$ cat src/rtl/dut_drv_pkg.sv
// Shared types for the DUT transaction driver: command record, opcode, FSM state.
// Latency: n/a (types and constants only).
// Backpressure: n/a.
package dut_drv_pkg;

  localparam int CMD_ADDR_W = 3;
  localparam int CMD_DATA_W = 1;

  typedef enum logic {
    OP_WRITE = 1'b0,
    OP_READ  = 1'b1
  } op_e;

  typedef struct packed {
    op_e                   op;
    logic [CMD_ADDR_W-1:0] addr;
    logic [CMD_DATA_W-1:0] data;
  } cmd_t;

  typedef enum logic [1:0] {
    IDLE,
    WRITE,
    READ
  } drv_state_e;

endpackage

$ cat src/rtl/drv_cmd_fifo.sv
// In-order command buffer between the command stream and the issue FSM.
// Latency: a pushed entry is visible at head the cycle after the push.
// Backpressure: push ignored while full (no same-cycle pop bypass); pop ignored while empty.
// Ports: clk/reset (sync, active-high); push/push_cmd write side; pop/head read side;
//        full/empty derived from read/write pointers carrying one extra wrap bit.
module drv_cmd_fifo
  import dut_drv_pkg::*;
#(
  parameter int DEPTH = 4
) (
  input  logic clk,
  input  logic reset,
  input  logic push,
  input  cmd_t push_cmd,
  input  logic pop,
  output cmd_t head,
  output logic full,
  output logic empty
);

  localparam int AW = $clog2(DEPTH);
  localparam logic [AW:0] PTR_ONE = 1;

  cmd_t        mem [DEPTH];
  logic [AW:0] wr_ptr;
  logic [AW:0] rd_ptr;

  // Same index with differing wrap bits means the writer is a full lap ahead.
  assign empty = (wr_ptr == rd_ptr);
  assign full  = (wr_ptr[AW] != rd_ptr[AW]) && (wr_ptr[AW-1:0] == rd_ptr[AW-1:0]);
  assign head  = mem[rd_ptr[AW-1:0]];

  always_ff @(posedge clk) begin
    if (reset) begin
      wr_ptr <= '0;
      rd_ptr <= '0;
    end else begin
      if (push && !full) wr_ptr <= wr_ptr + PTR_ONE;
      if (pop && !empty) rd_ptr <= rd_ptr + PTR_ONE;
    end
  end

  // Storage needs no reset: entries are only observed between valid pointers.
  always_ff @(posedge clk) begin
    if (push && !full) mem[wr_ptr[AW-1:0]] <= push_cmd;
  end

endmodule

$ cat src/rtl/dut_txn_driver.sv
// Buffers write/read commands and issues them in order to the DUT en/rdy method ports.
// Latency: command pushed in cycle N issues no earlier than N+2; read result registered one cycle after issue.
// Backpressure: cmd_ready drops when the FIFO is full; reads stall while a response is unconsumed.
// Ports: clk, reset (sync, active-high); cmd_* command stream; resp_* read response stream;
//        write_* / read_* DUT method ports; busy = work pending.
// Optional macro DRV_STATS_EN adds wr_count/rd_count fire counters (CNT_W bits, wrapping).
module dut_txn_driver
  import dut_drv_pkg::*;
#(
  parameter int ADDR_W     = CMD_ADDR_W,
  parameter int DATA_W     = CMD_DATA_W,
  parameter int FIFO_DEPTH = 4,
  parameter int CNT_W      = 16
) (
  input  logic              clk,
  input  logic              reset,
  input  logic              cmd_valid,
  output logic              cmd_ready,
  input  logic              cmd_op,
  input  logic [ADDR_W-1:0] cmd_addr,
  input  logic [DATA_W-1:0] cmd_data,
  output logic              resp_valid,
  input  logic              resp_ready,
  output logic [ADDR_W-1:0] resp_addr,
  output logic [DATA_W-1:0] resp_data,
  output logic [ADDR_W-1:0] write_address,
  output logic [DATA_W-1:0] write_data,
  output logic              write_en,
  input  logic              write_rdy,
  output logic [ADDR_W-1:0] read_address,
  output logic              read_en,
  input  logic [DATA_W-1:0] read_data,
  input  logic              read_rdy,
  output logic              busy
`ifdef DRV_STATS_EN
  ,
  output logic [CNT_W-1:0]  wr_count,
  output logic [CNT_W-1:0]  rd_count
`endif
);

  drv_state_e state;
  drv_state_e state_nxt;
  cmd_t       cur;
  cmd_t       head;
  cmd_t       push_cmd;
  logic       fifo_full;
  logic       fifo_empty;
  logic       push;
  logic       pop;

  assign cmd_ready = !fifo_full && !reset;
  assign push      = cmd_valid && cmd_ready;

  always_comb begin
    push_cmd      = '0;
    push_cmd.op   = op_e'(cmd_op);
    push_cmd.addr = cmd_addr;
    push_cmd.data = cmd_data;
  end

  drv_cmd_fifo #(
    .DEPTH(FIFO_DEPTH)
  ) u_fifo (
    .clk      (clk),
    .reset    (reset),
    .push     (push),
    .push_cmd (push_cmd),
    .pop      (pop),
    .head     (head),
    .full     (fifo_full),
    .empty    (fifo_empty)
  );

  always_comb begin
    state_nxt = state;
    pop       = 1'b0;
    write_en  = 1'b0;
    read_en   = 1'b0;
    case (state)
      IDLE: begin
        if (!fifo_empty) begin
          pop       = 1'b1;
          state_nxt = (head.op == OP_WRITE) ? WRITE : READ;
        end
      end
      WRITE: begin
        write_en = write_rdy && !reset;
        if (write_en) state_nxt = IDLE;
      end
      READ: begin
        // Holding off until the response register is free keeps responses
        // lossless and means capture and consume never coincide.
        read_en = read_rdy && !resp_valid && !reset;
        if (read_en) state_nxt = IDLE;
      end
      default: state_nxt = IDLE;
    endcase
  end

  always_ff @(posedge clk) begin
    if (reset) begin
      state <= IDLE;
      cur   <= '0;
    end else begin
      state <= state_nxt;
      if (pop) cur <= head;
    end
  end

  assign write_address = cur.addr;
  assign write_data    = cur.data;
  assign read_address  = cur.addr;

  always_ff @(posedge clk) begin
    if (reset) begin
      resp_valid <= 1'b0;
      resp_addr  <= '0;
      resp_data  <= '0;
    end else if (read_en) begin
      resp_valid <= 1'b1;
      resp_addr  <= cur.addr;
      resp_data  <= read_data;
    end else if (resp_valid && resp_ready) begin
      resp_valid <= 1'b0;
    end
  end

  assign busy = !fifo_empty || (state != IDLE);

`ifdef DRV_STATS_EN
  always_ff @(posedge clk) begin
    if (reset) begin
      wr_count <= '0;
      rd_count <= '0;
    end else begin
      if (write_en) wr_count <= wr_count + 1'b1;
      if (read_en)  rd_count <= rd_count + 1'b1;
    end
  end
`endif

endmodule
$ cat config.mk
export PLATFORM = sky130hd
export DESIGN_NAME = dut_txn_driver
export DESIGN_NICKNAME = d
export VERILOG_FILES = /design/src/rtl/dut_drv_pkg.sv /design/src/rtl/drv_cmd_fifo.sv /design/src/rtl/dut_txn_driver.sv
export SDC_FILE = /design/constraint.sdc
export NUM_CORES = 1
export LEC_CHECK = 0
export BUFFER_PORTS_ARGS = -buffer_cell sky130_fd_sc_hd__buf_2
export CORE_ASPECT_RATIO = 0.5
export CORE_MARGIN = 2
export CORE_UTILIZATION = 40
export DETAILED_ROUTE_END_ITERATION = 10
export GPL_TIMING_DRIVEN = 0
export PLACE_DENSITY = 0.67
export SYNTH_ARGS = -nofsm -noshare
export SYNTH_HDL_FRONTEND = slang
export SYNTH_SLANG_ARGS = --single-unit
$ cat constraint.sdc
create_clock -name clk -period 2 [get_ports clk]
set_input_delay 0.1 -clock clk [delete_from_list [all_inputs] [get_ports clk]]
set_output_delay 0.1 -clock clk [all_outputs]
set_load 0.02 [all_outputs]
==> reports/results.tsv, run 1 <==
metric	value	unit
floorplan.core_area	4040	µm²
synth.top_cells.by_area	sky130_fd_sc_hd__edfxtp_1, sky130_fd_sc_hd__dfxtp_1, sky130_fd_sc_hd__mux4_2	
type_of_the_setup_path_with_the_least_slack	flop to flop	
die_width	97.7	µm
cts_inserted_buffers	5	
timing.critical_path.to_type	flop	
stdcell_area	2110	µm²
synth_top_family_by_area	simple AND/OR/NAND/NOR gates	
path_max_fanout	7	
fraction_of_synthesized_cell_area_taken_by_the_top_area_cell_type	0.342	
whs	21.7	ps
io_buffers	27	
critPathLaunchType	flop	
post-route-drc-count	0	
insertion_delay	290	ps
ys.warnings.count	0	
crit_path_start	u_fifo.wr_ptr[0]	
ctsHoldBuffers	0	
row_count	16	
detailed_place.area	1960	µm²
via_count	1198	
cp_slowest_stage_delay	500	ps
number_of_global_route_vias_before_repair	1090	
grt_first_pass_wirelength	5.42	mm
wire_per_inst	15.0	µm
post_synth_xor_area_fraction	0.0300	
grt_start_max_net_pins	14	
pre_cts_ws	-334	ps
finalCritPeriodShare	0.915	
cp.required	1940	ps
final_hold_viol_count	0	
final_core_utilization	0.521	
routed_wl	3.49	mm
first_pass_iteration_count_of_the_detailed_router	4	
p_per_area	1210	nW/µm²
ys_types	35	
die_h	50.8	µm
synth_simple_gate_area_frac	0.147	
static-leakage-power	0.829	nW
synth_seq_area_share	0.559	
hpwl	2.47	mm
post_synth_mux_area_share	0.124	
irDropWorstVdd	0.412	mV
synth_adder_area_share	0.0357	
worstReg2RegStart	u_fifo.wr_ptr[0]	
cell_type_with_the_highest_aggregate_area_in_the_netlist	sky130_fd_sc_hd__edfxtp_1	
outcome	completed	
cts.path.max_buffers	2	
synth.net_count	158	
worstPathCellList	xor2_2 -> o31ai_2 -> nor3b_2	
netlist_area_before_placement	1750	µm²
cts_tree	done	
finalClockSkew	3.17	ps
cts_root_buffer	sky130_fd_sc_hd__clkbuf_8	
initial_utilization	0.434	
synth.ff_latch_count	39	
clock_sink_count	39	
postRouteAntennaNets	0	
synth-compound-area-share	0.0735	
cpLargestDelayFamily	flip-flops	
setup_viol	0	
fin_setup_tns	0	ps
arrival	1770	ps
cts.htree.levels	2	
final_net_count	195	
clkSlewWorstSetupHoldPaths	80	ps
slowest_stage	sky130_fd_sc_hd__dfxtp_1	
slew_violations	0	
grt_setup_unrepaired	false	
cells_after_synth	141	
drt_iter0_drc	40	
worst_slew_margin_rel	0.581	
maxClockFrequency	0.547	GHz
cap_violations	0	
grt_remaining_overflow	0	
layout_cell_share_with_drive_strength_beyond_1	0.330	
worstHoldPathType	input port to flop	
die_area	4960	µm²
timing.final.crit_period	1830	ps
vias_per_cell	5.14	
instances_no_fill	233	
num_antenna_cells	0	
crit_buf_inv	0	
gpl.final_weighted_congestion	0.730	
dp.cells	222	
total_power	2.54	mW
grt_use_total	0.147	
hp-start	cmd_addr[1]	
synth_area_per_cell	12.4	µm²
setup_ws	170	ps
pin_count	28	
areaGrowthSynthToFinish	20.2	%
worst_pin_slew	629	ps
antenna_found_initial	0	
power breakdown:
group / total (mW) / leakage (nW) / internal (mW) / switching [mW]
sequential: 1.09 / 0.337 / 0.960 / 0.132
clock: 0.534 / 0.0418 / 0.243 / 0.291
combinational: 0.916 / 0.450 / 0.414 / 0.502
logic make-up after synthesis:
| group | after synthesis |
|---|---|
| AOI/OAI and AO/OA | 20 |
| xor gates and xnor gates | 6 |
| adders and majority gates | 5 |
| buffers and inverters | 11 |
| DFF | 39 |
| muxes | 15 |
| and+or+nand+nor | 45 |
registers in the layout (all words and copies together), names as in the netlist, named ones only:
| register | cells |
|---|---|
| u_fifo.mem | 20 |
| write_data | 1 |
| u_fifo.wr_ptr | 3 |
| state | 2 |
| resp_data | 1 |
| read_address | 3 |
| resp_valid | 1 |
| u_fifo.rd_ptr | 3 |
| resp_addr | 3 |
cell usage after synthesis (all sizes together):
cell and count:
dfxtp 19, xor2 3, nor4 2, nor2b 3
o31ai 4, a21oi 6, or3 1, nand2 2
mux2i 6, o21ai 4, a311o 1, or2 1
buf 5, and3b 1, xnor2 3, nand2b 12
and3 1, nand3 5, edfxtp 20, or2b 1
mux4 5, clkbuf 3, nor2 9, a31oi 2
o31a 2, nor3b 4, nor3 1, inv 3
a211oi 1, mux2 4, ha 5, nand3b 2
layout make-up:
type / count / area, µm²
multi-input cells: 91 / 759
clock inverters: 3 / 20.0
plain buffers: 8 / 42.5
fillers: 374 / 1940
inverters: 3 / 11.3
repair buffers: 30 / 158
flip-flops and latches: 39 / 981
clock buffers: 5 / 68.8
well taps: 54 / 67.6
worst register-to-register path, cell delays in order, from the launching register on:
cell and delay [ps]:
sky130_fd_sc_hd__dfxtp_1 500, sky130_fd_sc_hd__xor2_2 360, sky130_fd_sc_hd__o31ai_2 180, sky130_fd_sc_hd__nor3b_2 440
final timing paths:
| check | depth (start not counted) | slack (ps) | endpoint |
|---|---|---|---|
| max | 3 | 170 | u_fifo.mem[3][3] |
| min | 1 | 20 | u_fifo.mem[3][2] |
| max reg2reg | 3 | 170 | u_fifo.mem[3][3] |
| min reg2reg | 2 | 480 | resp_addr[2] |
timing repair:
item	CTS	global route
setup endpoints to repair	20	15
resized for setup	6	1
pin swaps	3	0
buffers inserted	3	0
cells in the final DEF, fill, tap and decap left out, types with 3 or more instances in the layout:
cell type                  instances
sky130_fd_sc_hd__buf_2            28
sky130_fd_sc_hd__edfxtp_1         20
sky130_fd_sc_hd__dfxtp_1          19
sky130_fd_sc_hd__nand2b_1         12
sky130_fd_sc_hd__nor2_1            9
sky130_fd_sc_hd__mux2i_1           6
sky130_fd_sc_hd__a21oi_1           6
sky130_fd_sc_hd__buf_4             6
sky130_fd_sc_hd__mux4_2            5
sky130_fd_sc_hd__nand3_1           5
sky130_fd_sc_hd__ha_1              5
sky130_fd_sc_hd__clkbuf_8          5
sky130_fd_sc_hd__nor3b_2           4
sky130_fd_sc_hd__mux2_2            4
sky130_fd_sc_hd__o21ai_0           4
sky130_fd_sc_hd__inv_1             3
sky130_fd_sc_hd__xnor2_1           3
sky130_fd_sc_hd__clkbuf_1          3
sky130_fd_sc_hd__nor2b_1           3
sky130_fd_sc_hd__o31ai_1           3
per-layer routing:
metal,share of wire,track usage
met1,0.50,0.201
met5,0,0
met3,0.047,0.0465
met2,0.45,0.221
met4,0.0040,0.0625
Note: power is estimated with default switching activity, not from simulation.
==> run 2: changes to the inputs <==
==> constraint.sdc (replaced) <==
create_clock -name clk -period 2 [get_ports clk]
set_input_delay 0.3 -clock clk [delete_from_list [all_inputs] [get_ports clk]]
set_output_delay 0.3 -clock clk [all_outputs]
set_load 0.02 [all_outputs]
==> reports/results.tsv, run 2 (same netlist as run 1, synthesis figures left out) <==
metric	value	unit	change
outcome	completed		unchanged
vias_per_cell	5.14		about the same
wire_per_inst	15.0	µm	about the same
worstPathCellList	xor2_1 -> nor3_1 -> nand2_1 -> buf_2		was xor2_2 -> o31ai_2 -> nor3b_2
final_common_cell	sky130_fd_sc_hd__buf_2		unchanged
pre_cts_ws	-334	ps	unchanged
worst_slew_margin_rel	0.587		was 0.581
maxClockFrequency	0.539	GHz	was 0.547 GHz
cts_inserted_buffers	5		unchanged
cts.path.max_buffers	2		unchanged
slowest_stage	sky130_fd_sc_hd__xor2_1		was sky130_fd_sc_hd__dfxtp_1
io_buffers	27		unchanged
rr_endpoint	u_fifo.mem[3][3]		unchanged
worstHoldPathType	input port to flop		unchanged
clock_sink_count	39		unchanged
timing.final.crit_period	1850	ps	was 1830 ps
cp.required	1700	ps	was 1940 ps
number_of_global_route_vias_before_repair	1090		unchanged
floorplan.core_area	4040	µm²	unchanged
first_pass_iteration_count_of_the_detailed_router	4		unchanged
hpwl	2.47	mm	unchanged
via_count	1197		was 1,198
die_width	97.7	µm	unchanged
p_per_area	1210	nW/µm²	about the same
finalCritPeriodShare	0.927		was 0.915
initial_utilization	0.434		unchanged
cts.htree.levels	2		unchanged
irDropWorstVdd	0.412	mV	about the same
setup_viol	0		unchanged
grt_use_total	0.147		unchanged
timing.critical_path.to_type	output port		was flop
gpl.final_weighted_congestion	0.730		unchanged
num_antenna_cells	0		unchanged
final_core_utilization	0.522		was 0.521
drt_iter0_drc	33		was 40
grt_first_pass_wirelength	5.42	mm	unchanged
setup_ws	146	ps	was 170 ps
cts_tree	done		unchanged
grt_remaining_overflow	0		unchanged
cts_root_buffer	sky130_fd_sc_hd__clkbuf_8		unchanged
hold-path-endpoint	u_fifo.mem[3][2]		unchanged
hp-start	cmd_addr[1]		unchanged
min_path_cells	1		unchanged
static-leakage-power	0.832	nW	was 0.829 nW
routed_wl	3.48	mm	was 3.49 mm
flip_flop_count_of_the_largest_register_all_copies_and_words_added	20		unchanged
layout_common_cells	sky130_fd_sc_hd__buf_2, sky130_fd_sc_hd__edfxtp_1, sky130_fd_sc_hd__dfxtp_1		unchanged
critPathLaunchType	flop		unchanged
antenna_found_initial	0		unchanged
ctsHoldBuffers	0		unchanged
die_area	4960	µm²	unchanged
clkSlewWorstSetupHoldPaths	80	ps	about the same
type_of_the_setup_path_with_the_least_slack	flop to output port		was flop to flop
areaGrowthSynthToFinish	20.3	%	was 20.2%
path_max_fanout	7		unchanged
layout_cell_share_with_drive_strength_beyond_1	0.335		was 0.330
final_net_count	195		unchanged
cap_violations	0		unchanged
die_h	50.8	µm	unchanged
row_count	16		unchanged
finalClockSkew	3.27	ps	was 3.17 ps
pin_count	28		unchanged
postRouteAntennaNets	0		unchanged
grt_start_max_net_pins	14		unchanged
worstReg2RegStart	u_fifo.wr_ptr[0]		unchanged
slew_violations	0		unchanged
final-seq-area	981	µm²	unchanged
grt_setup_unrepaired	false		unchanged
worst_pin_slew	614	ps	was 629 ps
insertion_delay	290	ps	about the same
multiInputGateArea	759	µm²	unchanged
fill_cell_count	375		was 374
cp_slowest_stage_delay	450	ps	was 500 ps
reg2reg_setup_slack	180	ps	was 170 ps
final_hold_viol_count	0		unchanged
r2r_cells	3		unchanged
arrival	1550	ps	was 1770 ps
post-route-drc-count	0		unchanged
## run 2: per-stage QoR
step,hold slack [ps],power (mW),std cells,TNS (ps),area [µm²]
floorplan,399,1.76,141,0,1750
CTS,210,2.55,233,0,2100
detailed placement,471,2.00,222,-6140,1960
global placement,462,1.98,222,-4770,1960
finish,222,2.54,233,0,2110
global route,223,2.68,233,0,2110
## run 2: worst max path at each step
stage / from / to / slack [ps] / cells after the start
floorplan: u_fifo.wr_ptr[1] / u_fifo.mem[1][0] / 170 / 3
global placement: u_fifo.wr_ptr[1] / u_fifo.mem[2][0] / -250 / 3
detailed placement: u_fifo.wr_ptr[1] / u_fifo.mem[0][1] / -330 / 3
CTS: reset / cmd_ready / 50 / 5
global route: u_fifo.wr_ptr[0] / u_fifo.mem[3][3] / 40 / 3
finish: u_fifo.rd_ptr[2] / busy / 150 / 4
## run 2: routing by layer
layer / share of wire / GRT usage / vias to the layer above / routed length, µm
met2: 0.45 / 0.221 / 33 / 1580
met1: 0.49 / 0.201 / 573 / 1700
met4: 0.0040 / 0.0625 / 0 / 14
met3: 0.056 / 0.0465 / 2 / 194
li1: - / - / 589 / -
met5: 0 / 0 / - / 0
## run 2: layout make-up
type / count / share of cell area
buffer: 8 / 0.0208
clock buffer: 5 / 0.0326
clock inverter: 3 / 0.00949
inverter: 3 / 0.00534
multi-input combinational: 91 / 0.360
sequential: 39 / 0.465
tap: 54 / 0.0320
timing repair buffer: 30 / 0.0747
## run 2: what timing repair did
| item | 4_1_cts | 5_1_grt |
|---|---|---|
| buffers inserted | 3 | 0 |
| pin swaps | 3 | 0 |
| endpoints found under the setup margin | 20 | 16 |
| gates resized for setup | 6 | 3 |
## run 2: power breakdown
part           switching, mW  internal (mW)
clock                  0.291          0.243
sequential             0.133          0.960
combinational          0.502          0.414
total                  0.926           1.62
## run 2: worst max-delay path: cells and delay by family, from the launching register on
| kind | cells | cell delay (ps) |
|---|---|---|
| xor gates and xnor gates | 1 | 450 |
| buffers and inverters | 1 | 160 |
| DFF | 1 | 400 |
| and+or+nand+nor | 2 | 260 |
